## config.mk

```make
export PLATFORM = sky130hd
export DESIGN_NAME = rv32i_instr_encoder
export DESIGN_NICKNAME = d
export VERILOG_FILES = /design/src/rtl/rv32i_instr_encoder.sv
export SDC_FILE = /design/constraint.sdc
export NUM_CORES = 1
export LEC_CHECK = 0
export ABC_AREA = 1
export CORE_MARGIN = 3
export CORE_UTILIZATION = 52
export DETAILED_ROUTE_END_ITERATION = 8
export HOLD_SLACK_MARGIN = 0.03
export PLACE_DENSITY_LB_ADDON = 0.15
export SETUP_SLACK_MARGIN = 0.05
export SYNTH_ARGS = -nofsm -noshare
export SYNTH_HDL_FRONTEND = slang
export SYNTH_SLANG_ARGS = --single-unit
```

## constraint.sdc

```tcl
create_clock -name clk -period 2.6 [get_ports clk]
set_input_delay 0.52 -clock clk [delete_from_list [all_inputs] [get_ports clk]]
set_output_delay 0.52 -clock clk [all_outputs]
set_load 0.1 [all_outputs]
```

## src/rtl/rv32i_instr_encoder.sv

```systemverilog
// rv32i_instr_encoder: streaming RV32I field-to-machine-word assembler with address tagging
module rv32i_instr_encoder #(
    parameter int ADDR_W = 32,
    parameter logic [ADDR_W-1:0] BASE_ADDR = '0,
    parameter int ERR_CNT_W = 16
) (
    input  logic                 clk,
    input  logic                 rst_n,
    input  logic                 start,
    input  logic                 in_valid,
    output logic                 in_ready,
    input  logic                 in_last,
    input  logic [5:0]           in_op,
    input  logic [4:0]           in_rd,
    input  logic [4:0]           in_rs1,
    input  logic [4:0]           in_rs2,
    input  logic [31:0]          in_imm,
    output logic                 out_valid,
    input  logic                 out_ready,
    output logic [31:0]          out_instr,
    output logic [ADDR_W-1:0]    out_addr,
    output logic                 out_last,
    output logic                 busy,
    output logic                 done,
    output logic                 err,
    output logic [ERR_CNT_W-1:0] err_count
);
    typedef enum logic [1:0] {IDLE, RUN, DRAIN} state_e;
    localparam logic [2:0] F_NOP = 3'd0, F_I = 3'd1, F_SH = 3'd2, F_S = 3'd3;
    localparam logic [2:0] F_R = 3'd4, F_U = 3'd5, F_J = 3'd6, F_B = 3'd7;
    localparam logic [31:0] NOP = 32'h0000_0013;
    state_e                state_q, state_d;
    logic [ADDR_W-1:0]     addr_q, out_addr_q;
    logic [31:0]           out_instr_q, word, enc;
    logic                  out_valid_q, out_last_q, err_q;
    logic [ERR_CNT_W-1:0]  err_count_q;
    logic [2:0]            fmt, f3;
    logic [6:0]            opc, f7;
    logic [3:0]            k;
    logic signed [31:0]    simm;
    logic                  bad, imm_ok, illegal, in_hs, out_hs;
    assign simm      = $signed(in_imm);
    assign in_ready  = state_q == RUN && (!out_valid_q || out_ready);
    assign in_hs     = in_valid && in_ready;
    assign out_hs    = out_valid_q && out_ready;
    assign busy      = state_q != IDLE;
    assign done      = state_q == DRAIN && out_hs;
    assign out_valid = out_valid_q;
    assign out_instr = out_instr_q;
    assign out_addr  = out_addr_q;
    assign out_last  = out_last_q;
    assign err       = err_q;
    assign err_count = err_count_q;
    // Map the mnemonic ID onto instruction format, opcode, funct3 and funct7
    always_comb begin
        fmt = F_NOP;
        opc = 7'h13;
        f3  = 3'd0;
        f7  = 7'd0;
        k   = 4'd0;
        bad = 1'b0;
        if (in_op == 6'd0) begin
            fmt = F_NOP;
        end else if (in_op <= 6'd5) begin
            fmt = F_I;
            opc = 7'h03;
            f3  = in_op >= 6'd4 ? in_op[2:0] : in_op[2:0] - 3'd1;
        end else if (in_op <= 6'd11) begin
            fmt = F_I;
            k   = 4'(in_op - 6'd6);
            f3  = k == 4'd0 ? 3'd0 : k <= 4'd3 ? 3'(k + 4'd1) : 3'(k + 4'd2);
        end else if (in_op <= 6'd14) begin
            fmt = F_SH;
            f3  = in_op == 6'd12 ? 3'd1 : 3'd5;
            f7  = in_op == 6'd14 ? 7'h20 : 7'h00;
        end else if (in_op <= 6'd17) begin
            fmt = F_S;
            opc = 7'h23;
            f3  = 3'(in_op - 6'd15);
        end else if (in_op <= 6'd27) begin
            fmt = F_R;
            opc = 7'h33;
            k   = 4'(in_op - 6'd18);
            f3  = k <= 4'd1 ? 3'd0 : k == 4'd7 ? 3'd5 : k <= 4'd6 ? 3'(k - 4'd1) : 3'(k - 4'd2);
            f7  = (k == 4'd1 || k == 4'd7) ? 7'h20 : 7'h00;
        end else if (in_op == 6'd28) begin
            fmt = F_U;
            opc = 7'h37;
        end else if (in_op == 6'd29) begin
            fmt = F_U;
            opc = 7'h17;
        end else if (in_op == 6'd30) begin
            fmt = F_J;
            opc = 7'h6F;
        end else if (in_op == 6'd31) begin
            fmt = F_I;
            opc = 7'h67;
        end else if (in_op <= 6'd37) begin
            fmt = F_B;
            opc = 7'h63;
            k   = 4'(in_op - 6'd32);
            f3  = k <= 4'd1 ? 3'(k) : 3'(k + 4'd2);
        end else begin
            bad = 1'b1;
        end
    end
    // Assemble the word for the decoded format; anything illegal collapses to NOP
    always_comb begin
        word   = NOP;
        imm_ok = 1'b1;
        case (fmt)
            F_I: begin
                word   = {in_imm[11:0], in_rs1, f3, in_rd, opc};
                imm_ok = simm >= -32'sd2048 && simm <= 32'sd2047;
            end
            F_SH: begin
                word   = {f7, in_imm[4:0], in_rs1, f3, in_rd, opc};
                imm_ok = in_imm < 32'd32;
            end
            F_S: begin
                word   = {in_imm[11:5], in_rs2, in_rs1, f3, in_imm[4:0], opc};
                imm_ok = simm >= -32'sd2048 && simm <= 32'sd2047;
            end
            F_R: word = {f7, in_rs2, in_rs1, f3, in_rd, opc};
            F_U: begin
                word   = {in_imm[31:12], in_rd, opc};
                imm_ok = in_imm[11:0] == 12'd0;
            end
            F_J: begin
                word   = {in_imm[20], in_imm[10:1], in_imm[11], in_imm[19:12], in_rd, opc};
                imm_ok = simm >= -32'sd1048576 && simm <= 32'sd1048574 && !in_imm[0];
            end
            F_B: begin
                word   = {in_imm[12], in_imm[10:5], in_rs2, in_rs1, f3, in_imm[4:1], in_imm[11], opc};
                imm_ok = simm >= -32'sd4096 && simm <= 32'sd4094 && !in_imm[0];
            end
            default: word = NOP;
        endcase
        illegal = bad || !imm_ok;
        enc     = illegal ? NOP : word;
    end
    // FSM state register
    always_ff @(posedge clk or negedge rst_n) begin
        if (!rst_n) state_q <= IDLE;
        else state_q <= state_d;
    end
    // FSM next state: start opens a program, the last input drains it, the last output closes it
    always_comb begin
        state_d = state_q;
        case (state_q)
            IDLE:    state_d = start ? RUN : IDLE;
            RUN:     state_d = (in_hs && in_last) ? DRAIN : RUN;
            DRAIN:   state_d = out_hs ? IDLE : DRAIN;
            default: state_d = IDLE;
        endcase
    end
    // Output register stage, address counter and error bookkeeping
    always_ff @(posedge clk or negedge rst_n) begin
        if (!rst_n) begin
            addr_q      <= BASE_ADDR;
            out_addr_q  <= BASE_ADDR;
            out_instr_q <= '0;
            out_valid_q <= 1'b0;
            out_last_q  <= 1'b0;
            err_q       <= 1'b0;
            err_count_q <= '0;
        end else begin
            if (state_q == IDLE && start) begin
                addr_q      <= BASE_ADDR;
                err_q       <= 1'b0;
                err_count_q <= '0;
            end
            if (in_hs) begin
                out_instr_q <= enc;
                out_addr_q  <= addr_q;
                out_last_q  <= in_last;
                addr_q      <= addr_q + ADDR_W'(4);
                if (illegal) begin
                    err_q <= 1'b1;
                    if (~&err_count_q) err_count_q <= err_count_q + ERR_CNT_W'(1);
                end
            end
            if (in_hs) out_valid_q <= 1'b1;
            else if (out_hs) out_valid_q <= 1'b0;
        end
    end
endmodule
```

Word-level counts from Yosys, hierarchy flattened
Cells that the tools add are included.
{ "op_classes": {"eq_ne": 17, "n_lt_le_gt_ge": 18, "mux": 78, "n_addsub": 12, "reduce_logical": 26} }
{ "ops": {"columns": ["op", "count"], "rows": [
  ["$pmux 32 s7", 1],
  ["$mux 32", 3],
  ["$mux 3", 30],
  ["$mux 7", 11],
  ["$mux 16", 4],
  ["$mux 6", 8],
  ["$add 32x3->32 const B", 1],
  ["$ge 32x12->1 const B", 1],
  ["$ge 32x13->1 const B", 1],
  ["$ge 32x21->1 const B", 1],
  ["$le 32x12->1 const B", 1],
  ["$le 32x13->1 const B", 1],
  ["$le 32x21->1 const B", 1],
  ["$lt 32x6->1 const B", 1],
  ["$eq 6x5->1 const B", 4],
  ["$mux 1", 17],
  ["$add 16x1->16 const B", 1],
  ["$reduce_and 16->1", 1],
  ["$eq 3x3->1 const B", 4],
  ["$eq 6x4->1 const B", 2],
  ["$le 6x4->1 const B", 2],
  ["$le 6x5->1 const B", 2],
  ["$logic_not 12->1", 1],
  ["$logic_and 1x1->1", 11],
  ["other kinds (30)", 41]
]} }
{ "totals": {"output_inout_bits": 86, "input_bits": 59, "regBits": 117, "wordCells": 159} }

Depth between registers and ports, before layout
Gate-level depths: netlist of run 1.
{ "depth": {"ltp_word": 19, "mapped_depth": 22, "depth_no_buf": 22} }

Worst setup path after synthesis of run 1
Ideal clock, no wire load.
{ "synth_timing": {"kind": "reg-to-reg", "start": "register err_count_q[1], in the netlist err_count[1]", "end": "register err_count_q[10], in the netlist err_count[10]", "slack_ps": -318, "path_stages_with_launch": 15, "required_ps": 2476, "t_arrival_ps": 2794, "n_path_buf": 0, "setup_ps": 124, "period_less_slack_ps": 2918, "path_cell_list": "dfrtp_1 -> ha_1 -> nand2_1 -> nor2_1 -> inv_1 -> nor2_1 -> nand2_1 -> inv_1 -> nand4_1 -> inv_1 -> nand2_1 -> nand2_1 -> a31oi_1 -> a31oi_1 -> o21ai_2"} }
{ "synth_between": {"elab_chain_cells": 4, "word_cells_on_any_way": 5, "cone_classes": "add/sub (1); mux (3); reduce/logical (1)"} }
{ "synth_lines": {"columns": ["element", "line", "text"], "rows": [
  ["start: declaration", "36", "logic [ERR_CNT_W-1:0] err_count_q;"],
  ["start signal: assignment", "180", "if (~&err_count_q) err_count_q <= err_count_q + ERR_CNT_W'(1);"],
  ["$add 16x1->16 or $reduce_and 16->1 (tied branches)", "180", null],
  ["$mux 16 (*)", "180", null],
  ["$mux 16 (*)", "178", "if (illegal) begin"],
  ["$mux 16 (*)", "173", "if (in_hs) begin"]
]} }
Every way passes the cells marked *; elsewhere a longest branch is shown, timed or not.
A chain may end at the register's enable or synchronous reset.

Final worst setup path of run 1
{ "layout_timing": {"start": "input in_op[5]", "end": "register out_instr_q[13], in the netlist out_instr[13]"} }
{ "layout_between": {"elab_chain_cells": 18, "word_cells_on_any_way": 59, "cone_classes": "order compare (7); eq/ne (11); mux (37); reduce/logical (4)"} }
{ "layout_lines": {"columns": ["element", "line", "text"], "rows": [
  ["start: declaration", "13", "input logic [5:0] in_op,"],
  ["$le 6x6->1", "98", "end else if (in_op <= 6'd37) begin"],
  ["$mux 3", "98", null],
  ["$mux 3", "95", "end else if (in_op == 6'd31) begin"],
  ["$mux 3", "92", "end else if (in_op == 6'd30) begin"],
  ["$mux 3", "89", "end else if (in_op == 6'd29) begin"],
  ["$mux 3", "86", "end else if (in_op == 6'd28) begin"],
  ["$mux 3", "80", "end else if (in_op <= 6'd27) begin"],
  ["$mux 3", "76", "end else if (in_op <= 6'd17) begin"],
  ["(+2 left out)", null, null],
  ["$mux 3", "64", "end else if (in_op <= 6'd5) begin"],
  ["$mux 3", "62", "if (in_op == 6'd0) begin"],
  ["$eq 3x2->1 or $eq 3x1->1 (tied branches)", "111", "case (fmt)"],
  ["$reduce_or 2->1 (no source line)", null, null],
  ["$pmux 1 s5", "111", null],
  ["$logic_not 1->1", "139", "illegal = bad || !imm_ok;"],
  ["$logic_or 1x1->1", "139", null],
  ["$mux 32 (*)", "140", "enc = illegal ? NOP : word;"],
  ["end signal: assignment", "174", "out_instr_q <= enc;"],
  ["end: declaration", "34", "logic [31:0] out_instr_q, word, enc;"]
]} }
Marks and branches as above.

==> results.yml, run 1 <==
worst_hold_path:
  min_path_type: "input pin to asynchronous set/reset pin"
placement:
  io_buffers: 142
  gp_congestion: 0.9635
  placed_cell_area_um2: 8838
  dp_hpwl_um: 14770
  placed_cells: 1349
die:
  die_h_um: 120.5
  die_w_um: 120.5
  core-area_um2: 12720
  start_util_pct: 53.63
  die-area_um2: 14530
  placementRows: 41
  io_pins: 145
routing:
  drtAntennaViolNets: 0
  drt_iter0_markers: 579
  drt-vias-per-instance: 5.271
  wirelength_um: 19860
  drc_errors: 0
  num_vias: 7242
  drt-wirelength-per-cell_um: 14.45
  drtPass1Iterations: 5
global_route:
  track_usage_pct: 26.99
  grt_util_met2_pct: 45.51
  antenna_found_initial: 0
  grt_start_max_net_pins: 67
  grt_pass1_vias: 6693
  grt_pass1_wl_um: 31880
  top_usage_layer: "met2"
  grt-ovfl-total: 0
  met1_usage_pct: 36.63
  grt_use_met3_pct: 3.508
finish:
  layout_common_cells: "329 x nand2_1, 171 x buf_4, 102 x dfrtp_1"
  syn2layout_area_growth_pct: 37.74
  fin_nets: 1267
  multi_input_area_um2: 3590
  stdcell_count: 1374
  antennaDiodeCount: 0
  fillers: 1046
  drive_gt1_share_pct: 22.71
  design_area_um2: 9398
  regArea_um2: 2818
  mostFrequentLayoutCell: "nand2_1"
pwr:
  peakVddDrop_mv: 0.6122
  p_per_area_nw_per_um2: 777.4
  p_leak_uw: 0.004807
clocking:
  clockRootBuffer: "clkbuf_16"
  cts_buffers: 9
  numClockSinks: 112
  cts_tree: "done"
  insertion_delay_ns: 0.36
  path_clk_slew_ns: 0.07
  clockBufferDepth: 2
  h-tree-depth: 3
flow_run:
  max_cap_viol_count: 0
logic_synthesis:
  synth.ff_latch_count: 112
  synth_flop_cell: "dfrtp_1"
  async_reset_ff_share_pct: 100.0
  avgSynthCellArea_um2: 6.991
  synth_cell_types: 44
  synth-edff-count: 0
  synth_cells: 976
  ys_seq_area_share_pct: 41.08
  yosysWarnings: 0
  syn_area_um2: 6823
sta:
  whs_ns: 0.08672
  hold_viol: 0
  period_share_pct: 94.24
  fmaxAchievable_ghz: 0.4081
  maxSlewViolCount: 0
  relSlewSlack_pct: 55.51
  tns_ns: 0
  setup_viol: 0
  worst_pin_slew_ns: 0.6674
  rsz0062_at_grt: "yes"
  fin_crit_ns: 2.450
  worst_clock_skew_ns: 0.009080
critical_path:
  worstSetupStartpointType: "input pin"
  critPathRequiredTime_ns: 2.89
  slowest_delay_ns: 0.53
  path_common_cell: "nand2_1"
  r2r_start: "addr_q[3]$_DFFE_PN0P_"
  cp-end-kind: "flop"
  worstRegToRegCells: 14
  slowest_stage: "clkdlybuf4s50_1"
  path_cells: "clkdlybuf4s50_1 -> nor2_1 -> buf_4 -> nand2_2 -> nand2_1 -> nor2_2 -> nand2_1 -> nand2_2 -> nand2_4 -> nand2_2 -> nand2_2 -> nand2_1 -> nand2_1 -> nor2_4 -> clkbuf_16 -> nand2_1 -> nand2_1"
  arrival_ns: 2.74
  path_max_fanout: 6
  ff2ff_setup_slack_ns: 0.24
  crit_start: "in_op[5]"
  worstSetupPathType: "input pin to flop"
  cp-endpoint: "out_instr[13]$_DFFE_PN0P_"
  r2r_end: "addr_q[24]$_DFFE_PN0P_"
run_status:
  status: "finished, final reports clean"
[cell families (layout without fill, tap and decap cells)]
kind of cell / after synthesis / count (layout) / share of synthesized area, %
simple gates: 563 / 563 / 34.83
compound gates: 140 / 140 / 12.25
buf+inv: 137 / 362 / 8.161
flops: 112 / 112 / 41.08
fa+ha+maj: 11 / 11 / 2.017
xor+xnor: 9 / 9 / 1.155
mux: 3 / 3 / 0.4585
other cells: 1 / 2 / 0.05496
[routing by layer]
metal,vias up,routed length (um)
met5,-,0
met4,0,363
met3,32,1207
met2,294,9627
met1,3319,8663
li1,3597,-
[power by group]
group	total (uW)	switching [uW]	internal (uW)
Sequential	2190	194	1990
Clock	1500	655	847
Combinational	3620	2750	870
[sequential cells by signal, summed over array words and instances (netlist names)]
register   cells
err            1
addr_q        30
out_addr      30
err_count     16
out_valid      1
out_last       1
out_instr     31
state_q        2
[worst max-delay path: cells and delay by family]
kind | cells | cell delay (ns)
buffers and inverters | 3 | 0.91
and+or+nand+nor | 14 | 1.32
[Yosys cell counts, types with 2 or more instances]
master    instances  share of area, %
inv_1           102               5.6
a31oi_1           6              0.55
xor2_1            7              0.90
nand4_1          26               2.4
nand2_1         335                18
ha_1             11               2.0
nand2_4           3              0.50
nor2_4            2              0.33
dfrtp_1         112                41
o21ai_2           7              0.90
o21ai_4           2              0.48
nor4_1            8              0.73
nor2_1           98               5.4
clkbuf_1         17              0.94
a22o_1            6              0.77
o21ai_0          57               4.2
a21oi_1          36               2.6
o22ai_1           9              0.83
xnor2_1           2              0.26
nand3_1          51               3.7
nor3_1           23               1.7
buf_4             5              0.55
buf_1             2              0.11
buf_6             3              0.50
o31ai_1           2              0.22
or2_2             2              0.18
mux2i_1           2              0.29
inv_2             7              0.39
nand2_2          11               1.0
o211ai_1          3              0.33
a22oi_1           6              0.66
[per-stage QoR]
| step | util, % | power, uW | setup WS [ns] |
|---|---|---|---|
| after floorplan | - | 4745 | 0.04727 |
| after global placement | 69.47 | 5739 | -0.3479 |
| after detailed placement | 69.47 | 5766 | -0.4260 |
| after CTS | 72.19 | 7277 | 0.05090 |
| after global routing | 73.87 | 7625 | -0.01703 |
| final | 73.87 | 7306 | 0.1498 |
[area by class of cell]
class	instances	area share, %
multi-input combinational	728	38.20
sequential	112	29.98
timing repair buffer	237	21.77
inverter	109	4.380
clock buffer	9	2.396
tap	172	2.290
clock inverter	7	0.9852
[timing repair]
item,4_1_cts,5_1_grt
endpoints found under the setup margin,41,51
hold endpoints to repair,0,0
gates cloned,0,3
setup buffers,0,6
hold buffers,0,0
pin swaps,2,6
gates resized for setup,10,32
[worst min path at each step]
stage	start	endpoint	slack, ns
CTS	rst_n	addr_q[3]$_DFFE_PN0P_	0.1
global placement	rst_n	out_addr[3]$_DFFE_PN0P_	0.47
floorplan	rst_n	addr_q[10]$_DFFE_PN0P_	0.22
global route	rst_n	out_addr[28]$_DFFE_PN0P_	0.10
finish	rst_n	addr_q[3]$_DFFE_PN0P_	0.09
detailed placement	out_instr[15]$_DFFE_PN0P_	out_instr[15]$_DFFE_PN0P_	0.47
Power figures use the tool's default switching activity.
==> run 2, diff against run 1 <==
- GPL_TIMING_DRIVEN: not set -> 0
- SETUP_SLACK_MARGIN: 0.05 -> not set
==> results.yml, run 2 (synthesis results as in run 1) <==
finish:
  stdcell_count: 1316
  syn2layout_area_growth_pct: 30.64
  fin_nets: 1209
  antennaDiodeCount: 0
  largest_reg_flops: 31
  fillers: 1104
  design_area_um2: 8914
  drive_gt1_share_pct: 9.091
  mostFrequentLayoutCell: "nand2_1"
  layout_common_cells: "333 x nand2_1, 133 x clkdlybuf4s50_1, 104 x dfrtp_1"
clocking:
  numClockSinks: 112
  insertion_delay_ns: 0.36
  cts_buffers: 9
  clockBufferDepth: 2
  clockRootBuffer: "clkbuf_16"
  h-tree-depth: 3
  cts_tree: "done"
  path_clk_slew_ns: 0.07
global_route:
  grt_pass1_wl_um: 32150
  track_usage_pct: 27.65
  grt_start_max_net_pins: 67
  grt-ovfl-total: 0
  grt_pass1_vias: 6556
  antenna_found_initial: 0
die:
  die_w_um: 120.5
  die_h_um: 120.5
  placementRows: 41
  io_pins: 145
  core-area_um2: 12720
  start_util_pct: 53.63
  die-area_um2: 14530
sta:
  setup_viol: 0
  maxSlewViolCount: 0
  period_share_pct: 98.18
  worst_clock_skew_ns: 0.004100
  hold_viol: 0
  relSlewSlack_pct: 31.20
  fin_crit_ns: 2.553
  fin_ws_ns: 0.04744
  worst_pin_slew_ns: 1.029
  fmaxAchievable_ghz: 0.3918
placement:
  gp_congestion: 0.9319
  pre_cts_slack_ns: -1.089
  dp_hpwl_um: 14960
  io_buffers: 141
  placed_cell_area_um2: 8496
  placed_cells: 1291
critical_path:
  path_max_fanout: 2
  slowest_delay_ns: 0.86
  arrival_ns: 2.03
  worstSetupPathType: "input pin to primary output"
  worstSetupStartpointType: "input pin"
  cp-end-kind: "primary output"
  slowest_stage: "dlygate4sd2_1"
  critPathRequiredTime_ns: 2.08
  path_cells: "clkdlybuf4s50_1 -> nand2_1 -> nor2_2 -> dlygate4sd2_1"
flow_run:
  max_cap_viol_count: 0
routing:
  drt-vias-per-instance: 5.336
  drtPass1Iterations: 6
  drtAntennaViolNets: 0
  drc_errors: 0
  wirelength_um: 19510
  drt-wirelength-per-cell_um: 14.83
  num_vias: 7022
  drt_iter0_markers: 563
run_status:
  status: "finished, final reports clean"
pwr:
  power_uw: 7065
  p_per_area_nw_per_um2: 792.6
  p_leak_uw: 0.004186
  peakVddDrop_mv: 0.6141
worst_hold_path:
  min_path_type: "input pin to asynchronous set/reset pin"
[run 2: changes by cell type in the layout (fill, tap and decap cells not counted), moves of 8 or more]
cell,change
buf_4,-155
clkdlybuf4s50_1,+85
clkbuf_1,+14
dlymetal6s2s_1,-8
[run 2: where the power goes]
| group | internal (uW) | switching, uW | leakage [uW] |
|---|---|---|---|
| clock network | 685 | 649 | 0.000137 |
| registers | 1990 | 178 | 0.00152 |
| logic | 808 | 2760 | 0.00253 |
| total | 3480 | 3580 | 0.00419 |
[run 2: cell type report]
cell class / instances / area [um^2] / share of cell area [%]
buffer: 27 / 153.9 / 1.727
clock buffer: 11 / 242.7 / 2.723
clock inverter: 5 / 38.79 / 0.4351
inverter: 109 / 424.2 / 4.759
multi-input combinational: 728 / 3533 / 39.64
sequential: 112 / 2813 / 31.56
tap: 172 / 215.2 / 2.414
timing repair buffer: 152 / 1493 / 16.75
[run 2: routing by layer]
layer / track usage (%) / vias up / share of wire (%)
met4: 12.04 / 0 / 3.2
met2: 45.51 / 283 / 48
met1: 37.00 / 3194 / 43
li1: - / 3492 / -
met3: 3.227 / 53 / 5.8
met5: 0 / - / 0
[run 2: path summary, 6_finish.rpt]
| check | startpoint | endpoint | slack, ns | depth (start not counted) |
|---|---|---|---|---|
| setup / recovery | out_ready | done | 0.05 | 4 |
| hold / removal | rst_n | out_addr[3]$_DFFE_PN0P_ | 0.26 | 1 |
| setup reg to reg | addr_q[2]$_DFFE_PN0P_ | addr_q[24]$_DFFE_PN0P_ | 0.18 | 14 |
| hold reg to reg | out_instr[26]$_DFFE_PN0P_ | out_instr[26]$_DFFE_PN0P_ | 0.48 | 2 |
| max in group asynchronous | rst_n | err_count[11]$_DFF_PN0_ | 1.60 | 2 |
| min in group clk | out_instr[26]$_DFFE_PN0P_ | out_instr[26]$_DFFE_PN0P_ | 0.48 | 2 |
[run 2: critical path: cells and delay by family]
kind | cells | cell delay (ns)
buffers and inverters | 2 | 1.33
and+or+nand+nor | 2 | 0.18
[run 2: through the flow]
stage	TNS [ns]	utilization, %	hold WS (ns)
floorplan	0	-	0.2244
global placement	-423.86	66.58	0.4622
CTS	0	69.40	0.2884
finish	0	70.06	0.2640
global route	-1.943	70.06	0.3406
detailed placement	-53.39	66.78	0.4639
[run 2: repair_timing]
action                                  CTS  global route
setup buffers                             6             4
resized for setup                        25            24
hold buffers                              0             0
cloned                                    0             0
pin swaps                                 3             3
endpoints found under the setup margin   54            53
==> run 3, diff against run 2 <==
- GPL_ROUTABILITY_DRIVEN: not set -> 0
==> results.yml, run 3 (synthesis results as in run 1) <==
run_status:
  status: "finished, final reports clean"
pwr:
  power_frac_comb_pct: 49.5
  peakVddDrop_mv: 0.6375
  p_sw_share_pct: 50.36
  p_switching_uw: 3615
  p_per_area_nw_per_um2: 801.1
  p_leak_uw: 0.004219
  p_clk_share_pct: 20.2
  pwr-share-seq_pct: 30.3
  p_int_uw: 3563
sta:
  setup_viol: 0
  worst_clock_skew_ns: 0.007571
  hold_viol: 0
  relSlewSlack_pct: 30.35
  period_share_pct: 97.81
  fin_crit_ns: 2.543
  maxSlewViolCount: 0
  rsz0062_at_grt: "no"
  whs_ns: 0.1909
  fmaxAchievable_ghz: 0.3932
  worst_pin_slew_ns: 1.041
  fin_ws_ns: 0.05706
routing:
  drt_iter0_markers: 670
  wirelength_um: 19470
  drtAntennaViolNets: 0
  drc_errors: 0
  drtPass1Iterations: 6
  num_vias: 7104
  drt-vias-per-instance: 5.394
  drt-wirelength-per-cell_um: 14.78
finish:
  drive_gt1_share_pct: 9.607
  mostFrequentLayoutCell: "nand2_1"
  fin_nets: 1210
  layout_common_cells: "331 x nand2_1, 133 x clkdlybuf4s50_1, 104 x dfrtp_1"
  final_util_pct: 70.43
  syn2layout_area_growth_pct: 31.32
  fillers: 1139
  largest_reg_flops: 31
  stdcell_count: 1317
  antennaDiodeCount: 0
  regArea_um2: 2813
  multi_input_area_um2: 3546
placement:
  dp_hpwl_um: 14620
  placed_cells: 1291
  pre_cts_slack_ns: -1.105
  io_buffers: 141
critical_path:
  worstRegToRegCells: 14
  cp-end-kind: "primary output"
  r2r_end: "addr_q[24]$_DFFE_PN0P_"
  r2r_start: "addr_q[2]$_DFFE_PN0P_"
  path_max_fanout: 2
  worstSetupPathType: "input pin to primary output"
  cp-endpoint: "done"
  ff2ff_setup_slack_ns: 0.22
  arrival_ns: 2.02
  critPathRequiredTime_ns: 2.08
  worstSetupStartpointType: "input pin"
  crit_start: "out_ready"
die:
  io_pins: 145
  die_w_um: 120.5
  placementRows: 41
  die_h_um: 120.5
  die-area_um2: 14530
  core-area_um2: 12720
  start_util_pct: 53.63
clocking:
  h-tree-depth: 3
  clockBufferDepth: 2
  clockRootBuffer: "clkbuf_16"
  numClockSinks: 112
  path_clk_slew_ns: 0.08
  cts_tree: "done"
  cts_buffers: 9
  insertion_delay_ns: 0.36
  hold_buffers: 0
global_route:
  grt_start_max_net_pins: 61
  grt-ovfl-total: 0
  track_usage_pct: 26.71
  grt_util_met2_pct: 44.32
  antenna_found_initial: 0
  grt_use_met3_pct: 3.461
  grt_pass1_wl_um: 31470
  met1_usage_pct: 35.06
  top_usage_layer: "met2"
  grt_pass1_vias: 6597
flow_run:
  max_cap_viol_count: 0
worst_hold_path:
  min_path_type: "input pin to asynchronous set/reset pin"
[run 3: how the worst min path moves through the flow]
stage,to,cells past startpoint
2_1_floorplan,addr_q[10]$_DFFE_PN0P_,0
3_3_place_gp,out_instr[31]$_DFFE_PN0P_,2
3_5_place_dp,out_addr[29]$_DFFE_PN0P_,2
4_1_cts,out_addr[5]$_DFFE_PN0P_,1
5_1_grt,out_addr[10]$_DFFE_PN0P_,1
6_report,out_addr[5]$_DFFE_PN0P_,1
[run 3: what timing repair did]
item / 4_1_cts / 5_1_grt
resized for setup: 25 / 32
buffers inserted: 5 / 6
setup endpoints to repair: 60 / 53
pin swaps: 2 / 4
endpoints found under the hold margin: 0 / 0
[run 3: worst max-delay path: stages]
cell and delay, ns:
clkdlybuf4s50_1 0.48, nand2_1 0.08, nor2_2 0.10, clkdlybuf4s15_1 0.83
[run 3: routing by layer]
layer	part of all wire (%)	wire, um
met1	43	8368
met2	48	9269
met3	5.7	1111
met4	3.7	719
met5	0	0
[run 3: power by group through the flow]
| stage | combinational, uW | clock (uW) | sequential [uW] |
|---|---|---|---|
| after floorplan | 1070 | 0 | 3670 |
| after global placement | 3490 | 0 | 2200 |
| after detailed placement | 3530 | 0 | 2200 |
| after CTS | 3540 | 1460 | 2170 |
| after global routing | 3750 | 1540 | 2200 |
| final | 3560 | 1450 | 2170 |
[run 3: layout make-up]
type	count	share of cell area, %
Buffer	27	1.676
Inverter	109	4.762
Tap cell	172	2.402
Clock buffer	10	2.556
Sequential cell	112	31.39
Timing Repair Buffer	153	16.83
Clock inverter	6	0.8099
Multi-Input combinational cell	728	39.58
[run 3: per-stage QoR]
step	power, uW	area (um^2)	setup TNS (ns)
6_report	7177	8960	0
5_1_grt	7495	8960	0
4_1_cts	7170	8853	0
3_5_place_dp	5727	8496	-56.11
3_3_place_gp	5689	8471	-417.63
2_1_floorplan	4740	6844	0
